File: src/rtl/alu_exec_stage.sv
// alu_exec_stage: RISC-V execute stage. Computes the ALU result for an
// accepted operation and buffers it in a 2-entry in-order FIFO with
// valid/ready handshakes on both sides and a synchronous flush.
module alu_exec_stage #(
  parameter int unsigned XLEN = 32
) (
  input  logic            clk,
  input  logic            rst_n,
  input  logic            flush,
  input  logic            in_valid,
  output logic            in_ready,
  input  logic [3:0]      in_alu_control,
  input  logic [XLEN-1:0] in_op_a,
  input  logic [XLEN-1:0] in_op_b,
  input  logic [4:0]      in_rd,
  input  logic            in_reg_write,
  output logic            out_valid,
  input  logic            out_ready,
  output logic [XLEN-1:0] out_result,
  output logic            out_zero,
  output logic [4:0]      out_rd,
  output logic            out_reg_write,
  output logic            out_illegal
);

  typedef enum logic [3:0] {
    ALU_AND = 4'b0000,
    ALU_OR  = 4'b0001,
    ALU_ADD = 4'b0010,
    ALU_SUB = 4'b0110,
    ALU_SLT = 4'b0111,
    ALU_NOP = 4'b1111
  } alu_op_e;

  typedef struct packed {
    logic [XLEN-1:0] result;
    logic            zero;
    logic [4:0]      rd;
    logic            reg_write;
    logic            illegal;
  } entry_t;

  entry_t          mem_q [0:1];
  entry_t          mem_d [0:1];
  logic [1:0]      count_q, count_d;
  logic            head_q, head_d;

  logic [XLEN-1:0] alu_res;
  logic            alu_rw;
  logic            alu_ill;
  entry_t          new_e;
  entry_t          head_e;
  logic            tail;
  logic            push, pop;

  // ALU result and effective write enable for the incoming operation
  always_comb begin
    alu_res = '0;
    alu_rw  = in_reg_write;
    alu_ill = 1'b0;
    case (in_alu_control)
      ALU_AND: alu_res = in_op_a & in_op_b;
      ALU_OR:  alu_res = in_op_a | in_op_b;
      ALU_ADD: alu_res = in_op_a + in_op_b;
      ALU_SUB: alu_res = in_op_a - in_op_b;
      ALU_SLT: alu_res[0] = ($signed(in_op_a) < $signed(in_op_b));
      ALU_NOP: alu_rw = 1'b0;
      default: begin
        alu_rw  = 1'b0;
        alu_ill = 1'b1;
      end
    endcase
    new_e.result    = alu_res;
    new_e.zero      = (alu_res == '0);
    new_e.rd        = in_rd;
    new_e.reg_write = alu_rw;
    new_e.illegal   = alu_ill;
  end

  assign in_ready  = (count_q != 2'd2);
  assign out_valid = (count_q != 2'd0);
  assign push      = in_valid & in_ready & ~flush;
  assign pop       = out_valid & out_ready & ~flush;
  // Free slot is the one after the head while fewer than two entries are held
  assign tail      = head_q ^ count_q[0];

  // Next-state for the FIFO: flush overrides push and pop
  always_comb begin
    mem_d   = mem_q;
    head_d  = head_q;
    count_d = count_q;
    if (flush) begin
      head_d  = 1'b0;
      count_d = '0;
    end else begin
      if (push) mem_d[tail] = new_e;
      if (pop)  head_d = ~head_q;
      case ({push, pop})
        2'b10:   count_d = count_q + 2'd1;
        2'b01:   count_d = count_q - 2'd1;
        default: count_d = count_q;
      endcase
    end
  end

  // FIFO state registers
  always_ff @(posedge clk or negedge rst_n) begin
    if (!rst_n) begin
      count_q <= '0;
      head_q  <= 1'b0;
      for (int unsigned i = 0; i < 2; i++) mem_q[i] <= '0;
    end else begin
      count_q <= count_d;
      head_q  <= head_d;
      mem_q   <= mem_d;
    end
  end

  // Head entry presented downstream, zeroed when nothing is valid
  always_comb begin
    head_e        = mem_q[head_q];
    out_result    = '0;
    out_zero      = 1'b0;
    out_rd        = '0;
    out_reg_write = 1'b0;
    out_illegal   = 1'b0;
    if (out_valid) begin
      out_result    = head_e.result;
      out_zero      = head_e.zero;
      out_rd        = head_e.rd;
      out_reg_write = head_e.reg_write;
      out_illegal   = head_e.illegal;
    end
  end

endmodule

File: config.mk
export PLATFORM = sky130hd
export DESIGN_NAME = alu_exec_stage
export DESIGN_NICKNAME = d
export VERILOG_FILES = /design/src/rtl/alu_exec_stage.sv
export SDC_FILE = /design/constraint.sdc
export NUM_CORES = 1
export LEC_CHECK = 0
export ABC_CLOCK_PERIOD_IN_PS = 3060
export CAP_MARGIN = 20
export CELL_PAD_IN_SITES_DETAIL_PLACEMENT = 0
export CELL_PAD_IN_SITES_GLOBAL_PLACEMENT = 1
export CORE_MARGIN = 5
export CORE_UTILIZATION = 46
export DETAILED_ROUTE_END_ITERATION = 6
export GPL_TIMING_DRIVEN = 1
export MAX_ROUTING_LAYER = met4
export PLACE_DENSITY = 0.95
export SYNTH_ARGS = -nofsm -noshare
export SYNTH_HDL_FRONTEND = slang
export SYNTH_SLANG_ARGS = --single-unit
File: constraint.sdc
create_clock -name clk -period 3.06 [get_ports clk]
set_input_delay 0.306 -clock clk [delete_from_list [all_inputs] [get_ports clk]]
set_output_delay 0.306 -clock clk [all_outputs]
set_load 0.01 [all_outputs]
==> results.tsv <==
stage	metric	value	unit
outcome	result of the run	complete, but fails checks	
outcome	violations in the final reports	design-rule violations, negative setup slack	
sta	number of max-slew violations in the final report	0	
drt	average wire length per cell after detail routing	22.0	um
drt	DRT Wirelength	44400	um
sta	max frequency	297	MHz
logic_synthesis	fraction of synthesized cell area taken by the top area cell type	21.4	%
cells_and_area	Area Growth Syn to Fin	61.6	%
worst_setup_path	Max FO, Critical Path	3	
logic_synthesis	cells after synthesis	1284	
power_and_ir_drop	static leakage	7.15	nW
worst_setup_path	slowest stage delay, CP	0.47	ns
global_route	initial antenna violation count	0	
worst_setup_path	crit path capture type	flip-flop	
sta	unrepaired setup endpoints after global routing	yes	
worst_setup_path	setup slack of the worst register-to-register path	0.73	ns
logic_synthesis	share of the yosys chip area belonging to registers	21.4	%
worst_setup_path	critical path buffer and inverter count	2	
global_route	Congestion Overflow GR	0	
die	Rows	53	
sta	Hold Violations, Final	0	
logic_synthesis	cell type contributing the most total cell area after synthesis	sky130_fd_sc_hd__dfrtp_1	
power_and_ir_drop	Power Dens Cells	334	nW/um^2
clocking	clock-pin transition on the worst setup and hold timing paths	0.06	ns
drt	Via-to-Cell Ratio	6.42	
die	horizontal die dimension	155	um
global_route	number of global-route vias before repair	11549	
place	Final Wtd Congestion	1.09	
die	effective utilization at floorplan	46.4	%
sta	Layout Skew	0.00733	ns
logic_synthesis	yosys synthesis warning count	0	
drt	post-route DRC violation count	187	
worst_setup_path	Critical Path Slowest Stage Cell	sky130_fd_sc_hd__nor3_2	
worst_hold_path	type of the worst min-delay path	in -> async	
sta	Max-slew headroom	44.6	%
clocking	root buffer cell	sky130_fd_sc_hd__clkbuf_16	
worst_setup_path	data required time at the worst endpoint	3.30	ns
worst_setup_path	Arr. time, crit path	3.61	ns
sta	slew at the pin with the worst max-slew slack	0.829	ns
drt	Initial DRT Pass Iterations	7	
run	reported max-cap violation count	0	
clocking	number of clock buffers inserted by TritonCTS	9	
logic_synthesis	most used flip-flop cell after synthesis	sky130_fd_sc_hd__dfrtp_1	
logic_synthesis	post-synth net total	1464	
worst_setup_path	kind of start point of the critical path	primary input	
sta	Hold Slack	0.388	ns
global_route	overall routing resource usage	30.0	%
logic_synthesis	library cells used by synthesis	94	
logic_synthesis	mean area per synthesized cell	7.55	um^2
worst_setup_path	category of the critical setup timing path	in -> reg	
worst_setup_path	Critical Path Source	in_op_b[0]	
drt	detailed router's first-iteration violation count	1944	
logic_synthesis	number of enable flip-flop cells after synthesis	0	
logic_synthesis	proportion of synthesized flip-flops having asynchronous set or reset	100	%
sta	Post-Route Setup TNS	-0.686	ns
worst_setup_path	r2r startpoint	count_q[0]	
clocking	buffer depth of the longest clock path	2	
global_route	pin count of the biggest net entering global routing	84	
place	count of input and output buffers	120	
worst_setup_path	Worst path top cell family by delay	simple AND/OR/NAND/NOR gates	
logic_synthesis	FF+latch count, synth	83	
clocking	TritonCTS clock tree	yes	
die	floorplan die area	24100	um^2
worst_setup_path	Critical Path Most Common Cell	sky130_fd_sc_hd__nor4b_4	
drt	post-route antenna net violation count	0	
die	number of ports placed on the die boundary	121	
clocking	H-tree lvl count	3	
sta	Final min period	3.36	ns
worst_setup_path	CP cell instances	buf_4 -> ha_4 -> fa_2 -> a211oi_4 -> o211a_1 -> buf_6 -> o41ai_2 -> nor3_2 -> nor4b_4 -> nand4b_1 -> nor4b_4 -> nand4_1 -> o31ai_1	
cells_and_area	proportion of layout cells with a drive suffix above 1	39.9	%
logic_synthesis	cell with the most instances after synthesis	sky130_fd_sc_hd__nand2_1	
cells_and_area	final net count	1920	
drt	total vias in the final route	12965	
logic_synthesis	top cell types by occurrence after synthesis	164 x sky130_fd_sc_hd__nand2_1, 125 x sky130_fd_sc_hd__inv_1, 110 x sky130_fd_sc_hd__o21ai_0	
logic_synthesis	area of the mapped netlist	9690	um^2
die	placeable core region	20900	um^2
power_and_ir_drop	maximum VDD drop	0.256	mV
sta	share of the clock period used by the worst path after layout	110	%
global_route	global-route wire length before repair	58000	um
clocking	number of sinks on the clock net	83	
die	height of the die	155	um
sta	smallest setup slack after layout	-0.304	ns
sta	endpoints failing setup	4	
clocking	clock insertion delay at the later pin of the skew report	0.33	ns
logic_synthesis	top area cells in the synthesized netlist	sky130_fd_sc_hd__dfrtp_1 21%, sky130_fd_sc_hd__ha_1 13%, sky130_fd_sc_hd__mux2i_1 7.8%	
place	half-perimeter wire length after placement	27400	um
==> power by group <==
part	switching, mW	total, mW	internal, mW
Sequential	0.117	1.42	1.30
Clock	0.414	0.956	0.542
Combinational	1.52	2.85	1.33
==> layout make-up <==
| cell class | instances | area (um^2) |
|---|---|---|
| Multi-Input combinational cell | 995 | 8060 |
| Fill cell | 1376 | 5230 |
| Timing Repair Buffer | 523 | 4420 |
| Sequential cell | 83 | 2080 |
| Inverter | 128 | 488 |
| Tap cell | 275 | 344 |
| Clock buffer | 10 | 229 |
| Clock inverter | 6 | 32.5 |
| Antenna cell | 1 | 2.50 |
==> registers in the layout, indices dropped and copies added (netlist names) <==
| register | flops |
|---|---|
| count_q | 2 |
| head_q | 1 |
| mem_q | 80 |
==> layout by cell type, fill, tap and decap left out, types with 7 or more instances in the layout <==
master and instances:
sky130_fd_sc_hd__o31ai_1 10, sky130_fd_sc_hd__nand2b_1 7, sky130_fd_sc_hd__nor2_2 9, sky130_fd_sc_hd__ha_1 60, sky130_fd_sc_hd__or3_1 11, sky130_fd_sc_hd__o21a_1 10
sky130_fd_sc_hd__nor2b_1 7, sky130_fd_sc_hd__nand4_1 16, sky130_fd_sc_hd__mux2i_1 75, sky130_fd_sc_hd__xnor2_1 10, sky130_fd_sc_hd__ha_2 8, sky130_fd_sc_hd__inv_1 84
sky130_fd_sc_hd__o21ai_1 9, sky130_fd_sc_hd__dfrtp_1 82, sky130_fd_sc_hd__dlymetal6s2s_1 28, sky130_fd_sc_hd__buf_6 24, sky130_fd_sc_hd__o21ai_0 96, sky130_fd_sc_hd__nor3_1 19
sky130_fd_sc_hd__o211ai_1 25, sky130_fd_sc_hd__mux2_2 8, sky130_fd_sc_hd__nand2_1 159, sky130_fd_sc_hd__a21oi_1 52, sky130_fd_sc_hd__buf_4 378, sky130_fd_sc_hd__a211oi_2 11
sky130_fd_sc_hd__nor2_1 90, sky130_fd_sc_hd__nand3_1 21, sky130_fd_sc_hd__a21oi_2 24, sky130_fd_sc_hd__ha_4 31, sky130_fd_sc_hd__o31ai_2 7, sky130_fd_sc_hd__clkbuf_16 9
sky130_fd_sc_hd__clkbuf_2 7, sky130_fd_sc_hd__a31oi_1 10, sky130_fd_sc_hd__clkdlybuf4s50_1 76, sky130_fd_sc_hd__inv_2 40
==> worst reg2reg max path: stages (launching register included) <==
cell                      delay (ns)
sky130_fd_sc_hd__dfrtp_1        0.46
sky130_fd_sc_hd__nor2_2         0.13
sky130_fd_sc_hd__buf_4          0.42
sky130_fd_sc_hd__inv_1          0.16
sky130_fd_sc_hd__o21ai_0        0.23
sky130_fd_sc_hd__and3b_1        0.44
sky130_fd_sc_hd__nand4_1        0.16
sky130_fd_sc_hd__o31ai_1        0.25
==> worst paths after layout <==
path	endpoint	cells after the start
max	mem_q[7]	13
min	mem_q[14]	2
max reg2reg	mem_q[47]	7
min reg2reg	mem_q[70]	2
max in group asynchronous	head_q	3
min in group clk	mem_q[70]	2
==> per-layer routing <==
| metal | part of all wire (%) | wire, um | vias up | global-route usage (%) |
|---|---|---|---|---|
| met5 | 0 | 0 | - | - |
| met4 | 9.2 | 4080 | 0 | 11.2 |
| met3 | 12 | 5340 | 472 | 4.65 |
| met2 | 43 | 19300 | 1143 | 47.6 |
| met1 | 35 | 15700 | 5891 | 38.8 |
| li1 | - | - | 5459 | - |
==> stage by stage <==
step	power, mW	cells	util (%)	worst slack, ns	area, um^2
after floorplan	2.55	1284	-	0.129	9690
after global placement	3.57	1948	64.6	-0.744	13500
after detailed placement	3.64	1948	64.6	-0.858	13500
after CTS	4.79	1983	69.7	0.0000764	14600
after global routing	5.45	2020	74.9	-0.377	15700
final	5.22	2021	75.0	-0.304	15700
==> what timing repair did <==
item | 4_1_cts | 5_1_grt
pin swaps | 61 | 103
setup buffers | 20 | 36
setup endpoints to repair | 25 | 19
hold buffers | 0 | 1
gates resized for setup | 165 | 234
endpoints found under the hold margin | 0 | 17
cloned | 0 | 0
==> cells by family after synthesis <==
| family | after synthesis | synth area share, % |
|---|---|---|
| fa+ha+maj | 101 | 13.2 |
| xor+xnor | 14 | 1.27 |
| mux | 84 | 8.78 |
| compound gates | 375 | 25.8 |
| simple gates | 421 | 20.4 |
| buf+inv | 206 | 9.06 |
| flops | 83 | 21.4 |
Note: power is estimated with default switching activity, not from simulation.
